--- src/rtl/ap_pkg.sv ---
// ap_pkg: command/state encodings and compare/write LUT contents for ap_vec_engine.
// Latency: n/a (constants and pure functions only).
// Backpressure: n/a.
package ap_pkg;

    localparam logic [2:0] CMD_OR  = 3'd0;
    localparam logic [2:0] CMD_XOR = 3'd1;
    localparam logic [2:0] CMD_AND = 3'd2;
    localparam logic [2:0] CMD_NOT = 3'd3;
    localparam logic [2:0] CMD_ADD = 3'd4;
    localparam logic [2:0] CMD_SUB = 3'd5;

    typedef enum logic [2:0] {
        ST_IDLE    = 3'd0,
        ST_CLEAR   = 3'd1,
        ST_COMPARE = 3'd2,
        ST_WRITE   = 3'd3,
        ST_DONE    = 3'd4
    } state_e;

    // Passes per bit position.
    localparam logic [2:0] PASSES_LOGIC = 3'd4;
    localparam logic [2:0] PASSES_ARITH = 3'd5;

    // Logic truth tables, indexed by {A,B}.
    localparam logic [3:0] TT_OR  = 4'b1110;
    localparam logic [3:0] TT_XOR = 4'b0110;
    localparam logic [3:0] TT_AND = 4'b1000;
    localparam logic [3:0] TT_NOT = 4'b0011;

    // Arithmetic pass entries {key_a, key_b, key_cr, wr_c, wr_cr} in pass order.
    // The order matters: a row whose Cr is rewritten must not match a later pass of the same bit.
    localparam logic [4:0] ADD_LUT [5] = '{5'b100_10, 5'b010_10, 5'b001_10, 5'b111_11, 5'b110_01};
    localparam logic [4:0] SUB_LUT [5] = '{5'b001_11, 5'b111_11, 5'b100_10, 5'b010_11, 5'b101_00};

    function automatic logic is_legal(input logic [2:0] c);
        return c <= CMD_SUB;
    endfunction

endpackage

--- src/rtl/ap_lut_rom.sv ---
// ap_lut_rom: maps (cmd, pass) to compare keys and write values for one pass.
// Latency: combinational.
// Backpressure: none; ports: in cmd/pass, out key_a/key_b/key_cr/use_cr/wr_c/wr_cr/last_pass.
module ap_lut_rom
    import ap_pkg::*;
(
    input  logic [2:0] cmd,
    input  logic [2:0] pass,
    output logic       key_a,
    output logic       key_b,
    output logic       key_cr,
    output logic       use_cr,
    output logic       wr_c,
    output logic       wr_cr,
    output logic       last_pass
);

    logic [4:0] ent;
    logic [3:0] tt;

    always_comb begin
        ent       = 5'b0;
        tt        = 4'b0;
        key_a     = 1'b0;
        key_b     = 1'b0;
        key_cr    = 1'b0;
        use_cr    = 1'b0;
        wr_c      = 1'b0;
        wr_cr     = 1'b0;
        last_pass = 1'b1;
        case (cmd)
            CMD_OR, CMD_XOR, CMD_AND, CMD_NOT: begin
                case (cmd)
                    CMD_OR:  tt = TT_OR;
                    CMD_XOR: tt = TT_XOR;
                    CMD_AND: tt = TT_AND;
                    default: tt = TT_NOT;
                endcase
                // Logic passes walk (A,B) = 00,01,10,11.
                key_a     = pass[1];
                key_b     = pass[0];
                wr_c      = tt[pass[1:0]];
                last_pass = (pass == PASSES_LOGIC - 3'd1);
            end
            CMD_ADD, CMD_SUB: begin
                ent = (cmd == CMD_ADD) ? ADD_LUT[pass] : SUB_LUT[pass];
                {key_a, key_b, key_cr, wr_c, wr_cr} = ent;
                use_cr    = 1'b1;
                last_pass = (pass == PASSES_ARITH - 3'd1);
            end
            default: ;
        endcase
    end

endmodule

--- src/rtl/ap_vec_engine.sv ---
// ap_vec_engine: bit-serial associative processor, ROWS words in columns A, B and C (C carries Cr in its MSB).
// Latency: host read 1 cycle; command done 1+2*P*WORD_SIZE edges after accept (illegal cmd: 1).
// Backpressure: cmd_ready only in IDLE; host access ignored while busy. Optional AP_CYCLE_CNT_EN adds op_cycles.
module ap_vec_engine
    import ap_pkg::*;
#(
    parameter int WORD_SIZE = 8,
    parameter int ROWS      = 16,
    parameter int ADDR_W    = (ROWS > 1) ? $clog2(ROWS) : 1
) (
    input  logic                 clock,
    input  logic                 rst,
    input  logic [ADDR_W-1:0]    addr_in,
    input  logic [1:0]           sel_col,
    input  logic [WORD_SIZE-1:0] data_in,
    input  logic                 write_en,
    input  logic                 read_en,
    output logic [WORD_SIZE:0]   data_out,
    input  logic                 cmd_valid,
    output logic                 cmd_ready,
    input  logic [2:0]           cmd,
    input  logic [ADDR_W-1:0]    row_lo,
    input  logic [ADDR_W-1:0]    row_hi,
    output logic                 busy,
    output logic                 done
`ifdef AP_CYCLE_CNT_EN
    ,
    output logic [15:0]          op_cycles
`endif
);

    localparam int BIT_W  = (WORD_SIZE > 1) ? $clog2(WORD_SIZE) : 1;
    localparam int CIDX_W = $clog2(WORD_SIZE + 1);

    state_e              state_q;
    logic [2:0]          cmd_q;
    logic [ADDR_W-1:0]   lo_q, hi_q;
    logic [BIT_W-1:0]    bit_q;
    logic [2:0]          pass_q;
    logic                ready_q, busy_q, done_q;
    logic [ROWS-1:0]     tag_q;
    logic [WORD_SIZE-1:0] a_q [ROWS];
    logic [WORD_SIZE-1:0] b_q [ROWS];
    logic [WORD_SIZE:0]   c_q [ROWS];

    logic                rom_key_a, rom_key_b, rom_key_cr, rom_use_cr, rom_wr_c, rom_wr_cr, rom_last;
    logic [ROWS-1:0]     part;
    logic                addr_ok, bit_last, enter_done;
    logic [WORD_SIZE:0]  rd_word;
    logic [CIDX_W-1:0]   cbit;

    ap_lut_rom u_rom (
        .cmd       (cmd_q),
        .pass      (pass_q),
        .key_a     (rom_key_a),
        .key_b     (rom_key_b),
        .key_cr    (rom_key_cr),
        .use_cr    (rom_use_cr),
        .wr_c      (rom_wr_c),
        .wr_cr     (rom_wr_cr),
        .last_pass (rom_last)
    );

    assign cmd_ready  = ready_q;
    assign busy       = busy_q;
    assign done       = done_q;
    assign addr_ok    = (32'(addr_in) < ROWS);
    assign cbit       = CIDX_W'(bit_q);
    assign bit_last   = (bit_q == BIT_W'(WORD_SIZE - 1));
    assign enter_done = ((state_q == ST_CLEAR) && !is_legal(cmd_q)) ||
                        ((state_q == ST_WRITE) && rom_last && bit_last);

    // An empty range (lo > hi) simply leaves every participation bit clear.
    always_comb begin
        part = '0;
        for (int r = 0; r < ROWS; r++) begin
            part[r] = (32'(lo_q) <= 32'(r)) && (32'(r) <= 32'(hi_q));
        end
    end

    always_comb begin
        rd_word = '0;
        if (addr_ok) begin
            case (sel_col)
                2'd0:    rd_word = {1'b0, a_q[addr_in]};
                2'd1:    rd_word = {1'b0, b_q[addr_in]};
                2'd2:    rd_word = c_q[addr_in];
                default: rd_word = '0;
            endcase
        end
    end

    // Array storage, tags and host port. Host access only happens in IDLE, engine
    // updates only outside IDLE, so the two never collide on the same edge.
    always_ff @(posedge clock) begin
        if (rst) begin
            for (int r = 0; r < ROWS; r++) begin
                a_q[r] <= '0;
                b_q[r] <= '0;
                c_q[r] <= '0;
            end
            tag_q    <= '0;
            data_out <= '0;
        end else begin
            if (state_q == ST_IDLE) begin
                if (write_en && addr_ok) begin
                    case (sel_col)
                        2'd0:    a_q[addr_in] <= data_in;
                        2'd1:    b_q[addr_in] <= data_in;
                        2'd2:    c_q[addr_in] <= {1'b0, data_in};
                        default: ;
                    endcase
                end
                if (read_en) begin
                    data_out <= rd_word;
                end
            end
            for (int r = 0; r < ROWS; r++) begin
                case (state_q)
                    ST_CLEAR: begin
                        if (part[r] && is_legal(cmd_q)) c_q[r] <= '0;
                    end
                    ST_COMPARE: begin
                        tag_q[r] <= part[r] &&
                                    (a_q[r][bit_q] == rom_key_a) &&
                                    (b_q[r][bit_q] == rom_key_b) &&
                                    (!rom_use_cr || (c_q[r][WORD_SIZE] == rom_key_cr));
                    end
                    ST_WRITE: begin
                        if (tag_q[r]) begin
                            c_q[r][cbit] <= rom_wr_c;
                            if (rom_use_cr) c_q[r][WORD_SIZE] <= rom_wr_cr;
                        end
                    end
                    default: ;
                endcase
            end
        end
    end

    always_ff @(posedge clock) begin
        if (rst) begin
            state_q <= ST_IDLE;
            cmd_q   <= '0;
            lo_q    <= '0;
            hi_q    <= '0;
            bit_q   <= '0;
            pass_q  <= '0;
            ready_q <= 1'b1;
            busy_q  <= 1'b0;
            done_q  <= 1'b0;
        end else begin
            done_q <= 1'b0;
            case (state_q)
                ST_IDLE: begin
                    if (cmd_valid) begin
                        cmd_q   <= cmd;
                        lo_q    <= row_lo;
                        hi_q    <= row_hi;
                        bit_q   <= '0;
                        pass_q  <= '0;
                        ready_q <= 1'b0;
                        busy_q  <= 1'b1;
                        state_q <= ST_CLEAR;
                    end
                end
                ST_CLEAR: begin
                    // Illegal commands still spend this cycle so done lands after edge 1.
                    if (enter_done) begin
                        done_q  <= 1'b1;
                        state_q <= ST_DONE;
                    end else begin
                        state_q <= ST_COMPARE;
                    end
                end
                ST_COMPARE: state_q <= ST_WRITE;
                ST_WRITE: begin
                    if (rom_last) begin
                        pass_q <= '0;
                        if (bit_last) begin
                            done_q  <= 1'b1;
                            state_q <= ST_DONE;
                        end else begin
                            bit_q   <= bit_q + 1'b1;
                            state_q <= ST_COMPARE;
                        end
                    end else begin
                        pass_q  <= pass_q + 3'd1;
                        state_q <= ST_COMPARE;
                    end
                end
                ST_DONE: begin
                    ready_q <= 1'b1;
                    busy_q  <= 1'b0;
                    state_q <= ST_IDLE;
                end
                default: state_q <= ST_IDLE;
            endcase
        end
    end

`ifdef AP_CYCLE_CNT_EN
    logic [15:0] cnt_q;
    logic [15:0] op_cycles_q;

    assign op_cycles = op_cycles_q;

    // cnt_q is 0 right after the accept edge, so cnt_q+1 counts edges up to and including DONE entry.
    always_ff @(posedge clock) begin
        if (rst) begin
            cnt_q       <= '0;
            op_cycles_q <= '0;
        end else begin
            if (state_q == ST_IDLE) begin
                cnt_q <= '0;
            end else if (cnt_q != 16'hFFFF) begin
                cnt_q <= cnt_q + 16'd1;
            end
            if (enter_done) begin
                op_cycles_q <= (cnt_q == 16'hFFFF) ? 16'hFFFF : cnt_q + 16'd1;
            end
        end
    end
`endif

endmodule

--- config.mk ---
export PLATFORM = sky130hd
export DESIGN_NAME = ap_vec_engine
export DESIGN_NICKNAME = d
export VERILOG_FILES = /design/src/rtl/ap_pkg.sv /design/src/rtl/ap_lut_rom.sv /design/src/rtl/ap_vec_engine.sv
export SDC_FILE = /design/constraint.sdc
export NUM_CORES = 1
export LEC_CHECK = 0
export CAP_MARGIN = 20
export CORE_AREA = 2 2 226 228
export DETAILED_ROUTE_END_ITERATION = 12
export DIE_AREA = 0 0 228 230
export HOLD_SLACK_MARGIN = 0.15
export PLACE_DENSITY_LB_ADDON = 0.2
export SETUP_SLACK_MARGIN = 0.15
export SLEW_MARGIN = 15
export SYNTH_ARGS = -nofsm -noshare
export SYNTH_HDL_FRONTEND = slang
export SYNTH_SLANG_ARGS = --single-unit
--- constraint.sdc ---
create_clock -name clock -period 2.15 [get_ports clock]
set_input_delay 0.43 -clock clock [delete_from_list [all_inputs] [get_ports clock]]
set_output_delay 0.43 -clock clock [all_outputs]
set_load 0.02 [all_outputs]
Yosys cells after proc, flatten, opt, wreduce, memory -nomap -nowiden
Memory sizes are Yosys's and may differ from the RTL's.
Cells that the tools add are included.
{"block": "classes", "addsub": 2, "multipliers": 0, "div": 0, "order_cmp": 36, "eq_ne": 65, "n_shift": 0, "muxes": 481, "bitwise_logic": 161, "n_reduce_logical": 116}
{"cell": "$mux W1", "n": 382}
{"cell": "$mux W9", "n": 18}
{"cell": "$or A1 B1 Y1", "n": 160}
{"cell": "$mux W8", "n": 18}
{"cell": "$bmux W1 S3", "n": 32}
{"cell": "$logic_and A1 B1 Y1", "n": 82}
{"cell": "$eq A1 B1 Y1", "n": 48}
{"cell": "$le A4 B4 Y1 const A", "n": 8}
{"cell": "$le A4 B4 Y1 const B", "n": 7}
{"cell": "$pmux W9 S3", "n": 1}
{"cell": "$mux W5", "n": 5}
{"cell": "$mux W3", "n": 8}
{"cell": "$logic_or A1 B1 Y1", "n": 17}
{"cell": "$le A3 B4 Y1 const A", "n": 4}
{"cell": "$le A4 B3 Y1 const B", "n": 4}
{"cell": "$mux W4", "n": 4}
{"cell": "$reduce_or A8 Y1", "n": 2}
{"cell": "$eq A3 B2 Y1 const B", "n": 5}
{"cell": "$eq A3 B3 Y1 const B", "n": 5}
{"cell": "$pmux W1 S2", "n": 7}
{"cell": "$pmux W3 S2", "n": 2}
{"cell": "$pmux W3 S4", "n": 1}
{"cell": "$pmux W4 S3", "n": 1}
{"cell": "$reduce_or A9 Y1", "n": 1}
{"cell": "other kinds (26)", "n": 39}
{"block": "word_totals", "reg_bits": 48, "latch_bits": 0, "ram_bits": 400, "mem_bits_ro": 80, "in_bits": 30, "output_inout_bits": 12, "elab_cells": 877, "memories": 5}
{"memory": "c_q", "depth": 16, "width": 9, "rd": 17, "rd_clocked_by_memory_dff": 0, "wr": 16, "line": "ap_vec_engine.sv:44", "source": "logic [WORD_SIZE:0] c_q [ROWS];"}
{"memory": "a_q", "depth": 16, "width": 8, "rd": 17, "rd_clocked_by_memory_dff": 0, "wr": 16, "line": "ap_vec_engine.sv:42", "source": "logic [WORD_SIZE-1:0] a_q [ROWS];"}
{"memory": "b_q", "depth": 16, "width": 8, "rd": 17, "rd_clocked_by_memory_dff": 0, "wr": 16, "line": "ap_vec_engine.sv:43", "source": "logic [WORD_SIZE-1:0] b_q [ROWS];"}
{"memory": "(name not given)", "depth": 8, "width": 5, "rd": 1, "rd_clocked_by_memory_dff": 0, "wr": 0, "line": "ap_lut_rom.sv:46", "source": "ent = (cmd == CMD_ADD) ? ADD_LUT[pass] : SUB_LUT[pass];"}
{"memory": "(name not given)", "depth": 8, "width": 5, "rd": 1, "rd_clocked_by_memory_dff": 0, "wr": 0, "line": "ap_lut_rom.sv:46"}

Longest topological paths before layout
Gate-level depths: netlist of the first run.
{"block": "depth", "depth_word": 10, "mapped_depth": 10, "ltp_nobuf": 8}

Modules after synthesis
Synthesis of the first run repeated with hierarchy kept, for this count alone.
{"block": "unflattened", "hier_cells": 2186, "hier_area_um2": 24788.8}
{"module": "ap_vec_engine", "instances": 1, "cells_per_inst": 2159, "area_per_inst_um2": 24617.4, "seq_area_each_um2": 12812.3}
{"module": "ap_lut_rom", "instances": 1, "cells_per_inst": 27, "area_per_inst_um2": 171.4, "seq_area_each_um2": 0.0}

Worst setup path after synthesis of the first run
Ideal clock, no wire load.
{"block": "synth_timing", "path_type": "input -> register", "from": "input addr_in[1]", "to": "memory a_q[7][0], enable pin", "setup_ns": 0.309, "arrival_ns": 1.854, "t_required_ns": 1.841, "slack_ns": -0.013, "stages": 7, "path_buffers": 4, "path_cell_list": "buf_4 -> buf_6 -> buf_2 -> buf_2 -> nand3_1 -> nor2_1 -> or2_2"}
{"element": "from (decl)", "line": "ap_vec_engine.sv:13", "source": "input logic [ADDR_W-1:0] addr_in,"}
{"element": "to (decl)", "line": "ap_vec_engine.sv:42"}

==> results of run 1 <==
[stage by stage]
stage,util,instance area [um^2]
4_1_cts,0.624,31100
3_5_place_dp,0.569,28400
5_1_grt,0.653,32600
3_3_place_gp,0.569,28400
6_report,0.653,32600
2_1_floorplan,-,25300
[synth_stat cells (32+ instances only)]
cell / instances
o21ai_1: 32
and2_1: 262
or2_2: 37
mux4_2: 69
o21ai_0: 253
a21oi_1: 83
nand2_1: 217
nor2_1: 77
a22oi_1: 47
o22ai_1: 50
dfxtp_1: 64
nand3_1: 38
buf_2: 45
nor2b_1: 32
mux2i_1: 99
clkbuf_1: 114
edfxtp_1: 384
[worst max-delay path by stage]
| stage | slack, ns | from | cells past startpoint | endpoint |
|---|---|---|---|---|
| 4_1_cts | 0.06 | b_q[13][6] | 6 | data_out[6] |
| 6_report | 0.06 | b_q[13][6] | 6 | data_out[6] |
| 3_3_place_gp | -0.58 | sel_col[0] | 8 | data_out[5] |
| 5_1_grt | 0.003 | b_q[12][6] | 6 | data_out[6] |
| 2_1_floorplan | 0.10 | rst | 7 | b_q[11][0] |
| 3_5_place_dp | -0.59 | sel_col[0] | 8 | data_out[5] |
[layout make-up]
class | count | area [um^2] | area share
Sequential cell | 448 | 12800 | 0.394
Tap cell | 672 | 841 | 0.0258
Multi-Input combinational cell | 1607 | 12900 | 0.397
Timing Repair Buffer | 429 | 4190 | 0.129
Inverter | 12 | 45.0 | 0.00138
Clock inverter | 36 | 373 | 0.0115
Clock buffer | 58 | 1350 | 0.0413
[worst min-delay path, delay by kind of cell]
kind,cells,cell delay (ns)
buf+inv,2,0.24
simple gates,2,0.09
compound gates,1,0.08
[repair_timing]
| action | in CTS | in global routing |
|---|---|---|
| setup endpoints to repair | 452 | 393 |
| resized for setup | 173 | 434 |
| buffers inserted | 35 | 16 |
| cloned | 5 | 2 |
| hold buffers | 0 | 0 |
| pin swaps | 35 | 101 |
[kinds of logic after synthesis]
logic type | share of synthesized area
simple gates | 0.162
compound gates | 0.147
flops | 0.516
buf+inv | 0.0401
mux | 0.114
xor+xnor | 0.0179
fa+ha+maj | 0.00252
[sequential cells by signal, indices dropped and copies added (netlist names)]
signal and count:
bit_q 3, tag_q 16, b_q 128, hi_q 4
cmd_q 3, done 1, state_q 3, pass_q 3
cmd_ready 1, c_q 144, data_out 9, lo_q 4
busy 1, a_q 128
[power by group through the flow]
stage | logic (mW) | registers, mW | clock network (mW)
6_report | 2.48 | 9.97 | 9.07
5_1_grt | 2.59 | 9.99 | 9.42
4_1_cts | 2.28 | 9.95 | 9.09
3_5_place_dp | 2.16 | 10.1 | 0
3_3_place_gp | 2.13 | 10.1 | 0
2_1_floorplan | 1.26 | 10.0 | 0
[metal layers]
metal,vias up,track usage,part of all wire
met4,2,0.179,0.059
met5,-,0,0.00015
met3,285,0.0579,0.082
met1,10200,0.439,0.38
met2,1151,0.565,0.47
li1,8994,-,-
==> summary.txt, run 1 <==
Finish
  – Antenna cells: 0
  – Area Growth Syn to Fin: 31.1%
  – Final net count: 2583
  – Share of layout cells above drive strength 1: 0.377
  – Filler cells: 3884
  – Commonest non-fill, non-tap cell in the layout: edfxtp_1
  – Most frequent cells in the layout: 384 x edfxtp_1, 279 x buf_4, 262 x and2_1
  – Non-Filler Instances: 3262

Place
  – DP Worst Slack: -0.591 ns
  – Port buffer count: 41
  – GPL Wtd Cong: 1.01
  – DP Cell Count: 3110
  – Detail Placement HPWL: 62700 um

Global route
  – Largest net degree at the start of global routing: 56
  – First-pass GRT wire length: 133000 um
  – Vias in the first global route: 20400
  – Remaining Overflow, GRT: 0
  – GRT Total Usage: 0.344
  – Initial antenna violation count: 2

Timing
  – FMAX: 479 MHz
  – Worst slew pin tran: 0.820 ns
  – Total negative slack: 0 ns
  – Setup ws final: 0.0616 ns
  – Worst hold slack: 0.277 ns
  – Tmin final: 2.09 ns
  – Final Skew: 0.0127 ns
  – Setup violators final: 0
  – Final Cycle Share: 0.971
  – RSZ-0062 raised after global routing: true
  – Slew HR: 0.453
  – Fin. max-slew vios: 0
  – Hold Violations, Final: 0

Power and ir drop
  – LEAKAGE: 12.0 nW
  – Sw Ratio: 0.251
  – Switching power of the nets: 5.40 mW
  – Maximum VDD drop: 602 uV
  – Sequential power share: 0.463
  – Total Power Consumption: 21.5 mW
  – Combinational share of power: 0.115
  – Clock power share: 0.421
  – PwrDens: 661 nW/um^2
  – Int Power: 16.1 mW

Synthesis
  – FF+latch count, synth: 448
  – Main synth FF type: edfxtp_1
  – Post-Synthesis Cells: 2262
  – Top area cells in the synthesized netlist: edfxtp_1 46%, and2_1 6.6%, mux4_2 6.3%
  – Yosys warns: 0
  – Ys async rst share: 0
  – Yosys top cell area share: 0.464
  – Syn Std Cell Area: 24800 um^2
  – Post-synth EDFFs: 384
  – Yosys cell types: 78
  – Fraction of the yosys area taken by sequential cells: 0.516
  – Syn_area_per_cell: 11.0 um^2
  – Syn nets: 2297
  – Cell taking the most area after synthesis: edfxtp_1

Floorplanning
  – Initial Util: 0.498
  – # rows: 82
  – Die W: 228 um
  – Total die area: 52400 um^2
  – Number of top-level pins: 42
  – Die height: 230 um
  – Core Footprint: 49900 um^2

Worst setup path
  – Critical path capture point type: register
  – R2r endpoint: data_out[6]
  – Buf/Inv on CP: 0
  – Reg2reg path depth: 6
  – Critical Path RT: 2.64 ns
  – CP startpoint kind: register
  – Reg-to-Reg Start: b_q[13][6]
  – CP max FO: 2
  – Worst path cell trace: mux4_2, mux2i_1, nor2_1, a221oi_2, a31oi_2, a211o_1
  – Slowest cell on the critical path: mux4_2
  – R2R setup slack: 0.06 ns
  – WP data arrival: 2.58 ns
  – Crit path kind: register to register
  – CP max stage delay: 0.50 ns
  – CP delay by family, top: compound AO/OA/AOI/OAI gates

Detailed routing
  – Drt via density: 6.33
  – Drt total wl: 91300 um
  – Iter 0 DRT Violations: 2854
  – DRC: 0
  – Per-cell routed wire length: 28.0 um
  – Total number of vias: 20700
  – Routed Antenna Nets: 0
  – First drt pass iteration count: 5

Clocking
  – Clk Tree Root Cell: clkbuf_16
  – CTS max path bufs: 3
  – Sink Count: 448
  – Htree depth: 2
  – Clk_lat worst skew: 0.61 ns
  – Total CTS buffers: 50
  – Clock-pin slew on the worst setup and hold paths: 0.06 ns
  – CTS tree: built

Hold path
  – Worst Hold Path EP: state_q[0]
  – Hold path startpoint: rst
  – Tightest Hold Check Type: primary input to register
  – Worst Hold Path Cells: 5

Run status
  – Status: completed

Job
  – Max cap viols: 0
No activity file was read; power rests on OpenSTA's default activity.
==> run 2, diff against run 1 <==
CELL_PAD_IN_SITES_DETAIL_PLACEMENT = 1   (was unset)
CELL_PAD_IN_SITES_GLOBAL_PLACEMENT = 1   (was unset)
CORE_AREA = 2 2 236 238   (was 2 2 226 228)
DIE_AREA = 0 0 238 240   (was 0 0 228 230)
==> run 2 against run 1 <==
- utilization decreased by 7.2 points
- the flow now finishes with violations (setup timing)
- final area fell by 2.4%
- global-route usage up 0.42 points
- largest power group unchanged
- worst hold slack improved by 0.012 ns
- first-iteration DRC count is 16% lower
- routed wire length increased by 11%
- largest cell class is now flip-flops and latches
- maximum frequency is 7.6% lower
- sequential cell count did not move
==> summary.txt, run 2 (same netlist as run 1, synthesis figures left out) <==
Finish
  – Final Util: 0.581 (-0.0719)
  – Antenna cells: 0 (unchanged)
  – Most frequent cells in the layout: 384 x edfxtp_1, 271 x buf_4, 262 x and2_1
  – Area Growth Syn to Fin: 27.9%
  – Top reg by flops: c_q
  – Share of layout cells above drive strength 1: 0.313 (-0.0638)
  – Biggest regs: c_q: 144 flops, a_q: 128 flops, b_q: 128 flops
  – Final net count: 2556 (-1.0%)
  – Commonest non-fill, non-tap cell in the layout: edfxtp_1
  – Final Cell Area: 31800 um^2 (-2.4%)
  – Number of flip-flops in the largest register: 144 (unchanged)

Power and ir drop
  – LEAKAGE: 11.6 nW (-3.3%)
  – Total Power Consumption: 21.7 mW (+0.72%)
  – Maximum VDD drop: 678 uV (+13%)
  – PwrDens: 682 nW/um^2 (+3.2%)

Worst setup path
  – Buf/Inv on CP: 4 (+4)
  – R2r endpoint: tag_q[14]
  – Slowest cell on the critical path: nor4_2
  – Worst path cell trace: buf_12, buf_6, nand3b_1, o32ai_2, nor4_2, buf_4, xor2_1, buf_4, nor3_1, a21o_1
  – CP max FO: 5 (+3)
  – Critical Path RT: 2.64 ns (about the same)
  – Reg-to-Reg Start: bit_q[2]
  – Reg2reg path depth: 10 (+4)
  – CP max stage delay: 0.42 ns (-0.08 ns)
  – CP delay by family, top: simple AND/OR/NAND/NOR gates
  – Crit path kind: register to register
  – R2R setup slack: -0.11 ns (-0.17 ns)
  – Critical path capture point type: register
  – CP startpoint kind: register
  – CP dominant cell by count: buf_4
  – WP data arrival: 2.75 ns (+0.17 ns)

Timing
  – Slew HR: 0.401 (-0.0528)
  – Setup violators final: 2 (+2)
  – Worst slew pin tran: 0.899 ns (+0.0792 ns)
  – Final Cycle Share: 1.05 (+0.0802)
  – Final Skew: 0.0284 ns (+0.0158 ns)
  – Tmin final: 2.26 ns (+0.172 ns)
  – Setup ws final: -0.111 ns (-0.172 ns)
  – Fin. max-slew vios: 0 (unchanged)
  – Hold Violations, Final: 0 (unchanged)
  – RSZ-0062 raised after global routing: true
  – Worst hold slack: 0.289 ns (+0.0121 ns)
  – FMAX: 442 MHz (-7.6%)

Run status
  – Status: complete, but fails checks
  – Failing checks: setup timing

Floorplanning
  – Initial Util: 0.454 (-0.0437)
  – Number of top-level pins: 42 (unchanged)
  – # rows: 86 (+4.9%)
  – Die W: 238 um (+4.4%)
  – Die height: 240 um (+4.3%)
  – Core Footprint: 54700 um^2 (+9.6%)
  – Total die area: 57100 um^2 (+8.9%)

Place
  – DP Worst Slack: -0.521 ns (+0.0702 ns)
  – Detail Placement HPWL: 68200 um (+8.7%)
  – Port buffer count: 41 (unchanged)
  – GPL Wtd Cong: 1.02 (+1.2%)
  – Placed Instance Area: 28500 um^2 (+0.30%)

Detailed routing
  – DRC: 0 (unchanged)
  – First drt pass iteration count: 6 (+1)
  – Per-cell routed wire length: 31.2 um (+11%)
  – Routed Antenna Nets: 0 (unchanged)
  – Drt total wl: 102000 um (+11%)
  – Total number of vias: 21100 (+2.2%)
  – Drt via density: 6.47 (+2.2%)
  – Iter 0 DRT Violations: 2407 (-16%)

Clocking
  – Sink Count: 448 (unchanged)
  – Clk_lat worst skew: 0.61 ns (about the same)
  – Htree depth: 2 (unchanged)
  – Clk Tree Root Cell: clkbuf_16
  – Total CTS buffers: 49 (-2.0%)
  – CTS max path bufs: 3 (unchanged)
  – CTS tree: built
  – Clock-pin slew on the worst setup and hold paths: 0.06 ns (about the same)
  – Hold_buf cts: 0 (unchanged)

Global route
  – Vias in the first global route: 21900 (+7.2%)
  – Remaining Overflow, GRT: 0 (unchanged)
  – Largest net degree at the start of global routing: 49 (-13%)
  – First-pass GRT wire length: 145000 um (+8.7%)
  – Initial antenna violation count: 0 (-2)
  – GRT Total Usage: 0.348 (+0.00422)

Hold path
  – Tightest Hold Check Type: primary input to register
  – Worst Hold Path EP: hi_q[2]
  – Hold path startpoint: rst
  – Worst Hold Path Cells: 3 (-2)

Job
  – Max cap viols: 0 (unchanged)
run 2: changes by cell type in the layout (fill, tap and decap cells not counted), moves of 15 or more:
| cell | previous run | this run |
|---|---|---|
| o21ai_0 | 111 | 225 |
| nand2_2 | 28 | 13 |
| buf_12 | 43 | 58 |
| nand2_1 | 181 | 200 |
| o21ai_2 | 120 | 5 |
| buf_6 | 56 | 22 |
run 2: metal layers:
| layer | track usage | vias up | part of all wire |
|---|---|---|---|
| met5 | 0 | - | 0 |
| met4 | 0.209 | 0 | 0.068 |
| met3 | 0.0607 | 335 | 0.081 |
| met2 | 0.581 | 1114 | 0.48 |
| met1 | 0.423 | 10700 | 0.37 |
| li1 | - | 8912 | - |
run 2: area by class of cell:
class	count	area, um^2
well taps	704	881
clock buffers	58	1320
fillers	5553	22900
multi-input cells	1607	12200
flip-flops and latches	448	12800
inverters	12	45.0
clock inverters	28	394
repair buffers	403	4070
run 2: worst max-delay path by stage:
stage              from    endpoint  cells after the start
2_1_floorplan       rst  b_q[11][0]                      7
3_3_place_gp   bit_q[1]   tag_q[11]                      8
3_5_place_dp   bit_q[1]   tag_q[11]                      8
4_1_cts        bit_q[0]   tag_q[14]                      9
5_1_grt        bit_q[2]   tag_q[14]                     10
6_report       bit_q[2]   tag_q[14]                     10
run 2: power breakdown:
group | internal [mW] | total [mW] | switching (mW) | leakage (nW)
combinational | 0.980 | 2.46 | 1.48 | 6.23
sequential | 9.74 | 9.97 | 0.226 | 4.49
clock | 5.56 | 9.25 | 3.69 | 0.846
total | 16.3 | 21.7 | 5.40 | 11.6
run 2: worst reg2reg max path, cell delays in order, from the launching register on:
cell and delay (ns):
dfxtp_4 0.39, buf_12 0.12, buf_6 0.13, nand3b_1 0.24, o32ai_2 0.13, nor4_2 0.42
buf_4 0.19, xor2_1 0.20, buf_4 0.15, nor3_1 0.04, a21o_1 0.15
run 2: timing repair:
| action | CTS | global route |
|---|---|---|
| pin swaps | 34 | 42 |
| setup buffers | 21 | 18 |
| cloned | 4 | 4 |
| gates resized for setup | 137 | 131 |
| setup endpoints to repair | 355 | 301 |
run 2: stage by stage:
step / instances / setup TNS (ns)
CTS: 3238 / 0
floorplan: 2262 / 0
finish: 3260 / -0.164
detailed placement: 3127 / -141.91
global placement: 3126 / -116.94
global route: 3260 / -0.175
==> run 3, diff against run 2 <==
CORE_AREA = 2 2 233 235   (was 2 2 236 238)
DIE_AREA = 0 0 235 237   (was 0 0 238 240)
DONT_BUFFER_PORTS = 1   (was unset)
PLACE_DENSITY_LB_ADDON = 0.12   (was 0.2)
==> run 3 against run 2 <==
- the flow still finishes with violations (setup timing)
- first-iteration DRC count fell by 4.4%
- critical path depth decreased by 2
- non-clock buffer count down 93
- sequential cell count did not move
- worst setup slack better by 0.099 ns
- worst hold slack got worse by 0.13 ns
- global-route usage rose by 0.70 points
- final area shrank 2.3%
- sequential power about the same
- maximum frequency up 4.6%
- clock skew decreased by 0.0085 ns
- critical path type unchanged
- highest routed layer unchanged
==> summary.txt, run 3 (same netlist as run 1, synthesis figures left out) <==
Run status
  – Status: complete, but fails checks
  – Failing checks: setup timing

Worst setup path
  – Crit path kind: register to register
  – WP data arrival: 2.66 ns (-0.09 ns)
  – CP max FO: 8 (+3)
  – R2R setup slack: -0.01 ns (+0.10 ns)
  – Critical Path RT: 2.65 ns (about the same)
  – Critical path capture point type: register
  – CP startpoint kind: register

Detailed routing
  – Total number of vias: 20700 (-2.0%)
  – First drt pass iteration count: 5 (-1)
  – Drt via density: 6.52 (+0.75%)
  – DR WL met2: 48100 um (-1.3%)
  – Metal-1 WL: 39300 um (+4.0%)
  – Routed length on met3: 7530 um (-8.3%)
  – Iter 0 DRT Violations: 2300 (-4.4%)
  – Drt total wl: 101000 um (-1.0%)
  – DRC: 0 (unchanged)
  – Highest metal used: met4
  – Routed Antenna Nets: 0 (unchanged)
  – Per-cell routed wire length: 31.7 um (+1.8%)

Finish
  – Final Cell Area: 31000 um^2 (-2.3%)
  – Area Growth Syn to Fin: 25.0%
  – Non-Filler Instances: 3170 (-2.8%)
  – Most frequent cells in the layout: 384 x edfxtp_1, 262 x and2_1, 225 x o21ai_0
  – Number of flip-flops in the largest register: 144 (unchanged)
  – Filler cells: 5336 (-3.9%)
  – Biggest regs: c_q: 144 flops, a_q: 128 flops, b_q: 128 flops
  – Share of layout cells above drive strength 1: 0.297 (-0.0165)
  – Final net count: 2465 (-3.6%)
  – Top reg by flops: c_q
  – Commonest non-fill, non-tap cell in the layout: edfxtp_1

Timing
  – FMAX: 463 MHz (+4.6%)
  – Worst slew pin tran: 1.06 ns (+0.157 ns)
  – Final Skew: 0.0199 ns (-0.00854 ns)
  – Hold Violations, Final: 0 (unchanged)
  – Fin. max-slew vios: 0 (unchanged)
  – Tmin final: 2.16 ns (-0.0993 ns)
  – Setup violators final: 1 (-1)
  – Setup ws final: -0.0115 ns (+0.0993 ns)
  – Slew HR: 0.294 (-0.107)
  – RSZ-0062 raised after global routing: true
  – Final Cycle Share: 1.01 (-0.0462)

Power and ir drop
  – LEAKAGE: 11.1 nW (-3.7%)
  – PwrDens: 682 nW/um^2 (about the same)
  – Maximum VDD drop: 796 uV (+17%)
  – Total Power Consumption: 21.2 mW (-2.3%)

Floorplanning
  – Die height: 237 um (-1.3%)
  – Total die area: 55700 um^2 (-2.5%)
  – Number of top-level pins: 42 (unchanged)
  – Initial Util: 0.466 (+0.0118)
  – Die W: 235 um (-1.3%)
  – # rows: 85 (-1.2%)
  – Core Footprint: 53300 um^2 (-2.5%)

Hold path
  – Tightest Hold Check Type: primary input to register

Global route
  – GRT Total Usage: 0.355 (+0.00701)
  – Vias in the first global route: 21100 (-3.5%)
  – First-pass GRT wire length: 145000 um (+0.16%)
  – Remaining Overflow, GRT: 0 (unchanged)
  – Largest net degree at the start of global routing: 144 (+190%)
  – Initial antenna violation count: 3 (+3)

Job
  – Max cap viols: 0 (unchanged)

Clocking
  – Clk Tree Root Cell: clkbuf_16
  – Total CTS buffers: 51 (+4.1%)
  – Clk_lat worst skew: 0.61 ns (about the same)
  – Clock-pin slew on the worst setup and hold paths: 0.06 ns (about the same)
  – Sink Count: 448 (unchanged)
  – CTS max path bufs: 3 (unchanged)
  – CTS tree: built
  – Htree depth: 2 (unchanged)

Place
  – GPL Wtd Cong: 0.957 (-6.2%)
  – Placed Instance Area: 27100 um^2 (-4.9%)
  – DP Cell Count: 2980 (-4.7%)
  – Detail Placement HPWL: 66400 um (-2.6%)
  – Port buffer count: 0 (-100%)
  – DP Worst Slack: -0.333 ns (+0.188 ns)
run 3: path summary, 6_finish.rpt:
check                           depth (start not counted)  startpoint          end
worst max-delay path                                    8    bit_q[1]    tag_q[11]
worst min register to register                          2   tag_q[15]    tag_q[15]
worst max register to register                          8    bit_q[1]    tag_q[11]
worst min-delay path                                    2  addr_in[3]  data_out[8]
run 3: per-layer routing:
metal  global-route usage  vias up
met5                    0        -
met4                0.189        0
met3               0.0537      292
met2                0.581     1069
met1                0.456    10600
li1                     -     8722
run 3: what timing repair did:
| action | 4_1_cts | 5_1_grt |
|---|---|---|
| hold buffers | 25 | 0 |
| endpoints found under the hold margin | 546 | 0 |
| gates resized for setup | 153 | 130 |
| pin swaps | 31 | 55 |
| endpoints found under the setup margin | 354 | 366 |
| cloned | 2 | 1 |
| buffers inserted | 29 | 36 |
run 3: cell type report:
cell class / count / area (um^2) / share of cell area
Multi-Input combinational cell: 1607 / 12400 / 0.400
Clock buffer: 61 / 1370 / 0.0440
Inverter: 12 / 45.0 / 0.00145
Timing Repair Buffer: 310 / 3160 / 0.102
Tap cell: 696 / 871 / 0.0281
Sequential cell: 448 / 12800 / 0.414
Antenna cell: 2 / 5.00 / 0.000161
Clock inverter: 34 / 330 / 0.0106
run 3: critical path, stage by stage, from the launching register on:
cell and delay [ns]:
dfxtp_4 0.37, buf_12 0.15, or3b_4 0.33, o22a_1 0.23
o221ai_4 0.13, a211oi_4 0.33, buf_4 0.18, xor2_1 0.07
a32o_1 0.27
run 3: per-stage QoR:
step | setup TNS (ns) | utilization | hold WS (ns)
floorplan | 0 | - | 0.453
global placement | -2.76 | 0.508 | 0.463
detailed placement | -4.07 | 0.508 | 0.476
CTS | 0 | 0.566 | 0.162
global route | -0.0503 | 0.582 | 0.194
finish | -0.0115 | 0.583 | 0.160
run 3: where the power goes:
part | internal [mW] | total, mW | switching (mW)
clock | 5.25 | 9.03 | 3.78
sequential | 9.74 | 10.0 | 0.257
combinational | 0.872 | 2.15 | 1.27
total | 15.9 | 21.2 | 5.31
